==> src/rtl/keypad_scanner.sv <==
// 4x4 active-low matrix keypad scanner with per-scan debounce and one code per press.
// Optional entered-number register (digit3..digit0) enabled by defining KEYPAD_DIGITS_EN.
module keypad_scanner #(
    parameter int SCAN_DIV       = 100000,
    parameter int DEBOUNCE_SCANS = 4
) (
    input  logic       clk,
    input  logic       rst_n,
    input  logic [3:0] row,
    output logic [3:0] col,
    output logic [3:0] key_code,
    output logic       key_valid,
    output logic       key_held
`ifdef KEYPAD_DIGITS_EN
    ,
    output logic [3:0] digit3,
    output logic [3:0] digit2,
    output logic [3:0] digit1,
    output logic [3:0] digit0
`endif
);

    localparam int PW = (SCAN_DIV > 1) ? $clog2(SCAN_DIV) : 1;
    localparam int CW = $clog2(DEBOUNCE_SCANS + 1);

    typedef enum logic [1:0] {
        S_IDLE     = 2'd0,
        S_PRESS_DB = 2'd1,
        S_HELD     = 2'd2,
        S_REL_DB   = 2'd3
    } state_t;

    state_t          state_r, state_nxt_s;
    logic [PW-1:0]   presc_r;
    logic [1:0]      col_idx_r;
    logic [1:0]      col_idx_nxt_s;
    logic [3:0]      col_r;
    logic [11:0]     map_r;
    logic [CW-1:0]   cnt_r, cnt_inc_s, cnt_nxt_s;
    logic [4:0]      cand_prev_r;
    logic [4:0]      cand_s;
    logic [15:0]     full_map_s;
    logic [3:0]      key_code_r;
    logic            key_valid_r;
    logic            key_held_r;
    logic            tick_s, scan_done_s, same_prev_s, is_key_s;
    logic            accept_s, release_s;

    // Key legend for row r / column c, packed as {r, c}
    function automatic logic [3:0] key_lut(input logic [3:0] rc);
        logic [3:0] code;
        case (rc)
            4'h0: code = 4'h1;  4'h1: code = 4'h2;  4'h2: code = 4'h3;  4'h3: code = 4'hA;
            4'h4: code = 4'h4;  4'h5: code = 4'h5;  4'h6: code = 4'h6;  4'h7: code = 4'hB;
            4'h8: code = 4'h7;  4'h9: code = 4'h8;  4'hA: code = 4'h9;  4'hB: code = 4'hC;
            4'hC: code = 4'hE;  4'hD: code = 4'h0;  4'hE: code = 4'hF;  4'hF: code = 4'hD;
            default: code = 4'h0;
        endcase
        return code;
    endfunction

    // Map bit index is col*4+row; a chord or empty map yields NONE (valid bit clear)
    function automatic logic [4:0] decode_scan(input logic [15:0] m);
        logic [4:0] ones;
        logic [3:0] idx;
        logic [4:0] res;
        ones = 5'd0;
        idx  = 4'd0;
        for (int i = 0; i < 16; i++) begin
            if (m[i]) begin
                ones = ones + 5'd1;
                idx  = 4'(i);
            end else begin
                ones = ones;
            end
        end
        if (ones == 5'd1) begin
            res = {1'b1, key_lut({idx[1:0], idx[3:2]})};
        end else begin
            res = 5'd0;
        end
        return res;
    endfunction

    assign tick_s        = (presc_r == PW'(SCAN_DIV - 1));
    assign scan_done_s   = tick_s && (col_idx_r == 2'd3);
    assign col_idx_nxt_s = col_idx_r + 2'd1;
    assign full_map_s    = {~row, map_r};
    assign cand_s        = decode_scan(full_map_s);
    assign is_key_s      = cand_s[4];
    assign same_prev_s   = (cand_s == cand_prev_r);
    assign cnt_inc_s     = (cnt_r >= CW'(DEBOUNCE_SCANS)) ? cnt_r : cnt_r + CW'(1);

    // Prescaler, column walk and per-column row capture
    always_ff @(posedge clk or negedge rst_n) begin
        if (!rst_n) begin
            presc_r   <= '0;
            col_idx_r <= 2'd0;
            col_r     <= 4'b1110;
            map_r     <= 12'd0;
        end else if (tick_s) begin
            presc_r   <= '0;
            col_idx_r <= col_idx_nxt_s;
            col_r     <= ~(4'b0001 << col_idx_nxt_s);
            case (col_idx_r)
                2'd0:    map_r[3:0]  <= ~row;
                2'd1:    map_r[7:4]  <= ~row;
                2'd2:    map_r[11:8] <= ~row;
                default: map_r       <= map_r;
            endcase
        end else begin
            presc_r   <= presc_r + PW'(1);
        end
    end

    // FSM state register
    always_ff @(posedge clk or negedge rst_n) begin
        if (!rst_n) begin
            state_r <= S_IDLE;
        end else begin
            state_r <= state_nxt_s;
        end
    end

    // FSM next-state, evaluated only on the tick that closes a full scan
    always_comb begin
        state_nxt_s = state_r;
        if (scan_done_s) begin
            case (state_r)
                S_IDLE: begin
                    if (is_key_s) begin
                        state_nxt_s = (DEBOUNCE_SCANS == 1) ? S_HELD : S_PRESS_DB;
                    end else begin
                        state_nxt_s = S_IDLE;
                    end
                end
                S_PRESS_DB: begin
                    if (!is_key_s) begin
                        state_nxt_s = S_IDLE;
                    end else if (same_prev_s && (cnt_inc_s == CW'(DEBOUNCE_SCANS))) begin
                        state_nxt_s = S_HELD;
                    end else begin
                        state_nxt_s = S_PRESS_DB;
                    end
                end
                S_HELD: begin
                    if (cand_s != {1'b1, key_code_r}) begin
                        state_nxt_s = (DEBOUNCE_SCANS == 1) ? S_IDLE : S_REL_DB;
                    end else begin
                        state_nxt_s = S_HELD;
                    end
                end
                S_REL_DB: begin
                    if (cand_s == {1'b1, key_code_r}) begin
                        state_nxt_s = S_HELD;
                    end else if (same_prev_s && (cnt_inc_s == CW'(DEBOUNCE_SCANS))) begin
                        state_nxt_s = S_IDLE;
                    end else begin
                        state_nxt_s = S_REL_DB;
                    end
                end
                default: state_nxt_s = S_IDLE;
            endcase
        end else begin
            state_nxt_s = state_r;
        end
    end

    // FSM outputs: accept/release strobes and debounce count update
    always_comb begin
        accept_s  = 1'b0;
        release_s = 1'b0;
        cnt_nxt_s = cnt_r;
        if (scan_done_s) begin
            case (state_r)
                S_IDLE: begin
                    accept_s  = is_key_s && (DEBOUNCE_SCANS == 1);
                    cnt_nxt_s = CW'(1);
                end
                S_PRESS_DB: begin
                    accept_s  = is_key_s && same_prev_s && (cnt_inc_s == CW'(DEBOUNCE_SCANS));
                    cnt_nxt_s = same_prev_s ? cnt_inc_s : CW'(1);
                end
                S_HELD: begin
                    release_s = (cand_s != {1'b1, key_code_r}) && (DEBOUNCE_SCANS == 1);
                    cnt_nxt_s = CW'(1);
                end
                S_REL_DB: begin
                    release_s = (cand_s != {1'b1, key_code_r}) && same_prev_s &&
                                (cnt_inc_s == CW'(DEBOUNCE_SCANS));
                    cnt_nxt_s = same_prev_s ? cnt_inc_s : CW'(1);
                end
                default: cnt_nxt_s = CW'(1);
            endcase
        end else begin
            cnt_nxt_s = cnt_r;
        end
    end

    // Debounce counter, previous-scan candidate and reported key registers
    always_ff @(posedge clk or negedge rst_n) begin
        if (!rst_n) begin
            cnt_r       <= '0;
            cand_prev_r <= 5'd0;
            key_code_r  <= 4'd0;
            key_valid_r <= 1'b0;
            key_held_r  <= 1'b0;
        end else begin
            cnt_r       <= cnt_nxt_s;
            cand_prev_r <= scan_done_s ? cand_s : cand_prev_r;
            key_code_r  <= accept_s ? cand_s[3:0] : key_code_r;
            key_valid_r <= accept_s;
            if (accept_s) begin
                key_held_r <= 1'b1;
            end else if (release_s) begin
                key_held_r <= 1'b0;
            end else begin
                key_held_r <= key_held_r;
            end
        end
    end

    assign col       = col_r;
    assign key_code  = key_code_r;
    assign key_valid = key_valid_r;
    assign key_held  = key_held_r;

`ifdef KEYPAD_DIGITS_EN
    logic [3:0] digit3_r, digit2_r, digit1_r, digit0_r;

    // Entered-number register: decimal keys shift in, E clears, letters are ignored
    always_ff @(posedge clk or negedge rst_n) begin
        if (!rst_n) begin
            digit3_r <= 4'd0;
            digit2_r <= 4'd0;
            digit1_r <= 4'd0;
            digit0_r <= 4'd0;
        end else if (accept_s && (cand_s[3:0] <= 4'd9)) begin
            digit3_r <= digit2_r;
            digit2_r <= digit1_r;
            digit1_r <= digit0_r;
            digit0_r <= cand_s[3:0];
        end else if (accept_s && (cand_s[3:0] == 4'hE)) begin
            digit3_r <= 4'd0;
            digit2_r <= 4'd0;
            digit1_r <= 4'd0;
            digit0_r <= 4'd0;
        end else begin
            digit3_r <= digit3_r;
            digit2_r <= digit2_r;
            digit1_r <= digit1_r;
            digit0_r <= digit0_r;
        end
    end

    assign digit3 = digit3_r;
    assign digit2 = digit2_r;
    assign digit1 = digit1_r;
    assign digit0 = digit0_r;
`endif

endmodule

==> config.mk <==
export PLATFORM = sky130hd
export DESIGN_NAME = keypad_scanner
export DESIGN_NICKNAME = d
export VERILOG_FILES = /design/src/rtl/keypad_scanner.sv
export SDC_FILE = /design/constraint.sdc
export NUM_CORES = 1
export LEC_CHECK = 0
export BUFFER_PORTS_ARGS = -buffer_cell sky130_fd_sc_hd__buf_2
export CAP_MARGIN = 10
export CORE_MARGIN = 4
export CORE_UTILIZATION = 45
export CTS_CLUSTER_SIZE = 25
export DETAILED_ROUTE_END_ITERATION = 6
export GPL_ROUTABILITY_DRIVEN = 0
export SLEW_MARGIN = 20
export SYNTH_ARGS = -nofsm -noshare
export SYNTH_HDL_FRONTEND = slang
export SYNTH_SLANG_ARGS = --single-unit
==> constraint.sdc <==
create_clock -name clk -period 12.65 [get_ports clk]
set_clock_uncertainty 0.1 [all_clocks]
set_input_delay 0.6325 -clock clk [delete_from_list [all_inputs] [get_ports clk]]
set_output_delay 0.6325 -clock clk [all_outputs]
set_load 0.05 [all_outputs]
==> flow_summary_export.csv <==
group,metric,value,unit
logic_synthesis,synthXorXnorAreaFrac,18.7,%
route,drc,0,
floorplan,dieArea,11600,um^2
global_routing,grt_overflow,0,
logic_synthesis,syn-cell-area,4480,um^2
cells_and_area,multi_input_area,3020,um^2
clock_network,cts_tree,"done",
sta,tns,0,ns
logic_synthesis,synth_mux_area_share,4.30,%
placed_design,place_area,4680,um^2
floorplan,dieWidth,108,um
worst_setup_path,cp_max_fo,7,
cells_and_area,seqCellArea,1280,um^2
logic_synthesis,synth_cells,495,
route,ant_nets,0,
route,finalWirelength,8820,um
worst_setup_path,reg2reg_depth,50,
sta,period_needed,10.11,ns
logic_synthesis,synth_ff_type,"dfrtp_1",
route,via_count,3423,
logic_synthesis,seq_area_frac_synth,28.6,%
route,dr_wl_met3,143,um
route,drt_iter0_drc,142,
pwr,worst_ir_drop_vdd,61.6,uV
clock_network,cts_num_sinks,51,
worst_setup_path,cp_slowest_stage_delay,0.51,ns
sta,slew_viol_final,0,
global_routing,antenna_found_initial,0,
sta,setup_violations,0,
clock_network,numCtsBuffers,5,
cells_and_area,fillers,988,
logic_synthesis,ys_top_cells_by_count,"nand2_1 (67), dfrtp_1 (48), o21ai_0 (40)",
logic_synthesis,synthAdderAreaFrac,7.54,%
placed_design,dp_cells,629,
cells_and_area,syn_to_final_growth,6.50,%
route,wl_met1,4280,um
logic_synthesis,synth_top_family_by_area,"simple AND/OR/NAND/NOR gates",
logic_synthesis,synth_cell_types,78,
floorplan,die_h,108,um
sta,hold_viol_final,0,
status,status,"finished clean",
route,viasPerCell,5.37,
route,met2_wirelength,4300,um
pwr,leakage,0.00215,uW
hold_path,hold_class,"input port to async pin",
floorplan,start_util,46.1,%
clock_network,cts_resized,0,
logic_synthesis,synth_top_area_share,26.8,%
placed_design,numPortBuffers,15,
worst_setup_path,end_kind,"flop",
clock_network,clock_latency,0.31,ns
logic_synthesis,synth_compound_area_share,14.9,%
global_routing,grt_start_max_net_pins,52,
logic_synthesis,synth_simple_gate_area_share,22.0,%
logic_synthesis,synth_most_common_cell,"nand2_1",
logic_synthesis,synth-edff-count,0,
placed_design,dp_hpwl,6820,um
clock_network,clk_pin_slew,0.11,ns
sta,period_share,79.9,%
clock_network,post-cts-setup-buffers,0,
floorplan,ios,16,
floorplan,num_rows,36,
logic_synthesis,synth_seq_cells,51,
logic_synthesis,synth_area_leaders,"dfrtp_1 (27%), ha_1 (7.5%), xnor2_1 (5.9%)",
floorplan,coreArea,9730,um^2
global_routing,grt_pass1_vias,3482,
sta,rsz0062_at_grt,"no",
cells_and_area,diodes,0,
logic_synthesis,synth_area_per_cell,9.05,um^2
worst_setup_path,cp.required,12.75,ns
clock_network,ctsHoldBuffers,0,
worst_setup_path,critical_path.most_common_cell,"ha_1",
pwr,pwr_density_cell,61.4,nW/um^2
worst_setup_path,critPathArrivalTime,10.21,ns
logic_synthesis,synth_nets,528,
global_routing,grt_pass1_wl,16000,um
sta,worst_pin_slew,0.748,ns
route,maxUsedRoutingLayer,"met4",
cells_and_area,finalInstanceArea,4770,um^2
clock_network,root_buffer,"clkbuf_8",
logic_synthesis,synth_top_area_cell,"dfrtp_1",
logic_synthesis,async_flop_share,100,%
cells_and_area,instances_no_fill,637,
worst_setup_path,worstSetupStartpointType,"flop",
sta,holdWs,0.326,ns
route,dr.pass1.iters,4,
route,routedWlPerCell,13.9,um
global_routing,track_usage,16.4,%
cells_and_area,final_nets,536,
clock_network,clockBufferDepth,2,
sta,max_freq,98.9,MHz
cells_and_area,drive_gt1_share,13.7,%
worst_setup_path,critical_path_class,"flop to flop",
flow_run,drv_cap,0,
worst_setup_path,crit_path_top_delay_cell,"nor4_4",
sta,max_slew_margin,50.1,%
clock_network,h-tree-depth,2,
logic_synthesis,yosys_warnings,0,
[cell type report]
class                      count  share of cell area (%)
multi-input combinational    398                    63.3
sequential                    51                    26.8
clock inverter                 3                   0.577
clock buffer                   5                    1.44
timing repair buffer          19                    2.20
inverter                      28                    2.20
tap                          133                    3.49
[sequential cells by signal, summed over array words and instances (netlist names)]
| name | flops |
|---|---|
| key_held | 1 |
| presc_r | 17 |
| key_code | 4 |
| map_r | 12 |
| col | 4 |
| cnt_r | 3 |
| key_valid | 1 |
| state_r | 2 |
| col_idx_r | 2 |
| cand_prev_r | 5 |
[critical path: cells and delay by family (launching register included)]
family                   cells  cell delay, ns
adder cells (fa/ha/maj)     13            3.83
AO/OA/AOI/OAI               12            1.55
multiplexers                 4            1.16
AND/OR/NAND/NOR             14            2.17
flip-flops                   1            0.40
buffers and inverters        5            0.35
XOR/XNOR                     2            0.44
[placed cells by master (no fill, tap or decap), types with 4 or more instances in the layout]
master	Yosys	final
a21oi_1	14	14
a31oi_1	4	4
and2_1	4	4
buf_2	4	15
buf_4	1	4
clkbuf_8	0	5
dfrtp_1	48	48
ha_1	27	27
inv_1	28	28
mux2_2	4	4
mux2i_1	8	8
nand2_1	67	67
nand2b_1	5	5
nand3_1	13	13
nand4_1	9	9
nor2_1	35	35
nor2b_1	9	9
nor3_1	11	11
nor4_1	6	6
o21ai_0	40	40
or2_2	5	5
or3_1	7	7
xnor2_1	30	30
xnor2_4	4	4
xnor3_1	6	6
xor2_1	15	15
[routing by layer]
layer / track usage, % / up-vias
met5: 0 / -
met4: 3.97 / 0
met3: 1.68 / 8
met2: 29.0 / 26
met1: 21.6 / 1645
li1: - / 1744
[cells by family after synthesis]
kind of cell | Yosys count
and+or+nand+nor | 192
adders and majority gates | 27
DFF | 51
xor gates and xnor gates | 65
AOI/OAI and AO/OA | 98
buffers and inverters | 46
muxes | 16
[worst paths after layout]
kind | startpoint | slack, ns | endpoint
min in group clk | col[2] | 0.39 | col[2]
min reg2reg | col[2] | 0.39 | col[2]
max reg2reg | map_r[1] | 2.54 | key_code[2]
max | map_r[1] | 2.54 | key_code[2]
min | rst_n | 0.33 | presc_r[6]
max in group asynchronous | rst_n | 11.69 | map_r[10]
[where the power goes]
group,internal [uW],leakage [uW],total [uW],switching (uW)
sequential,163,0.000572,164,0.270
combinational,11.1,0.00153,28.3,17.3
clock,40.7,0.0000463,101,60.4
[metrics by stage]
step | total power [uW] | util, % | worst slack, ns
after floorplan | 186 | - | 3.39
after global placement | 195 | 48.1 | 2.81
after detailed placement | 195 | 48.1 | 2.53
after CTS | 299 | 49.1 | 2.46
after global routing | 307 | 49.1 | 1.43
final | 293 | 49.1 | 2.54
No activity file was read; power rests on OpenSTA's default activity.
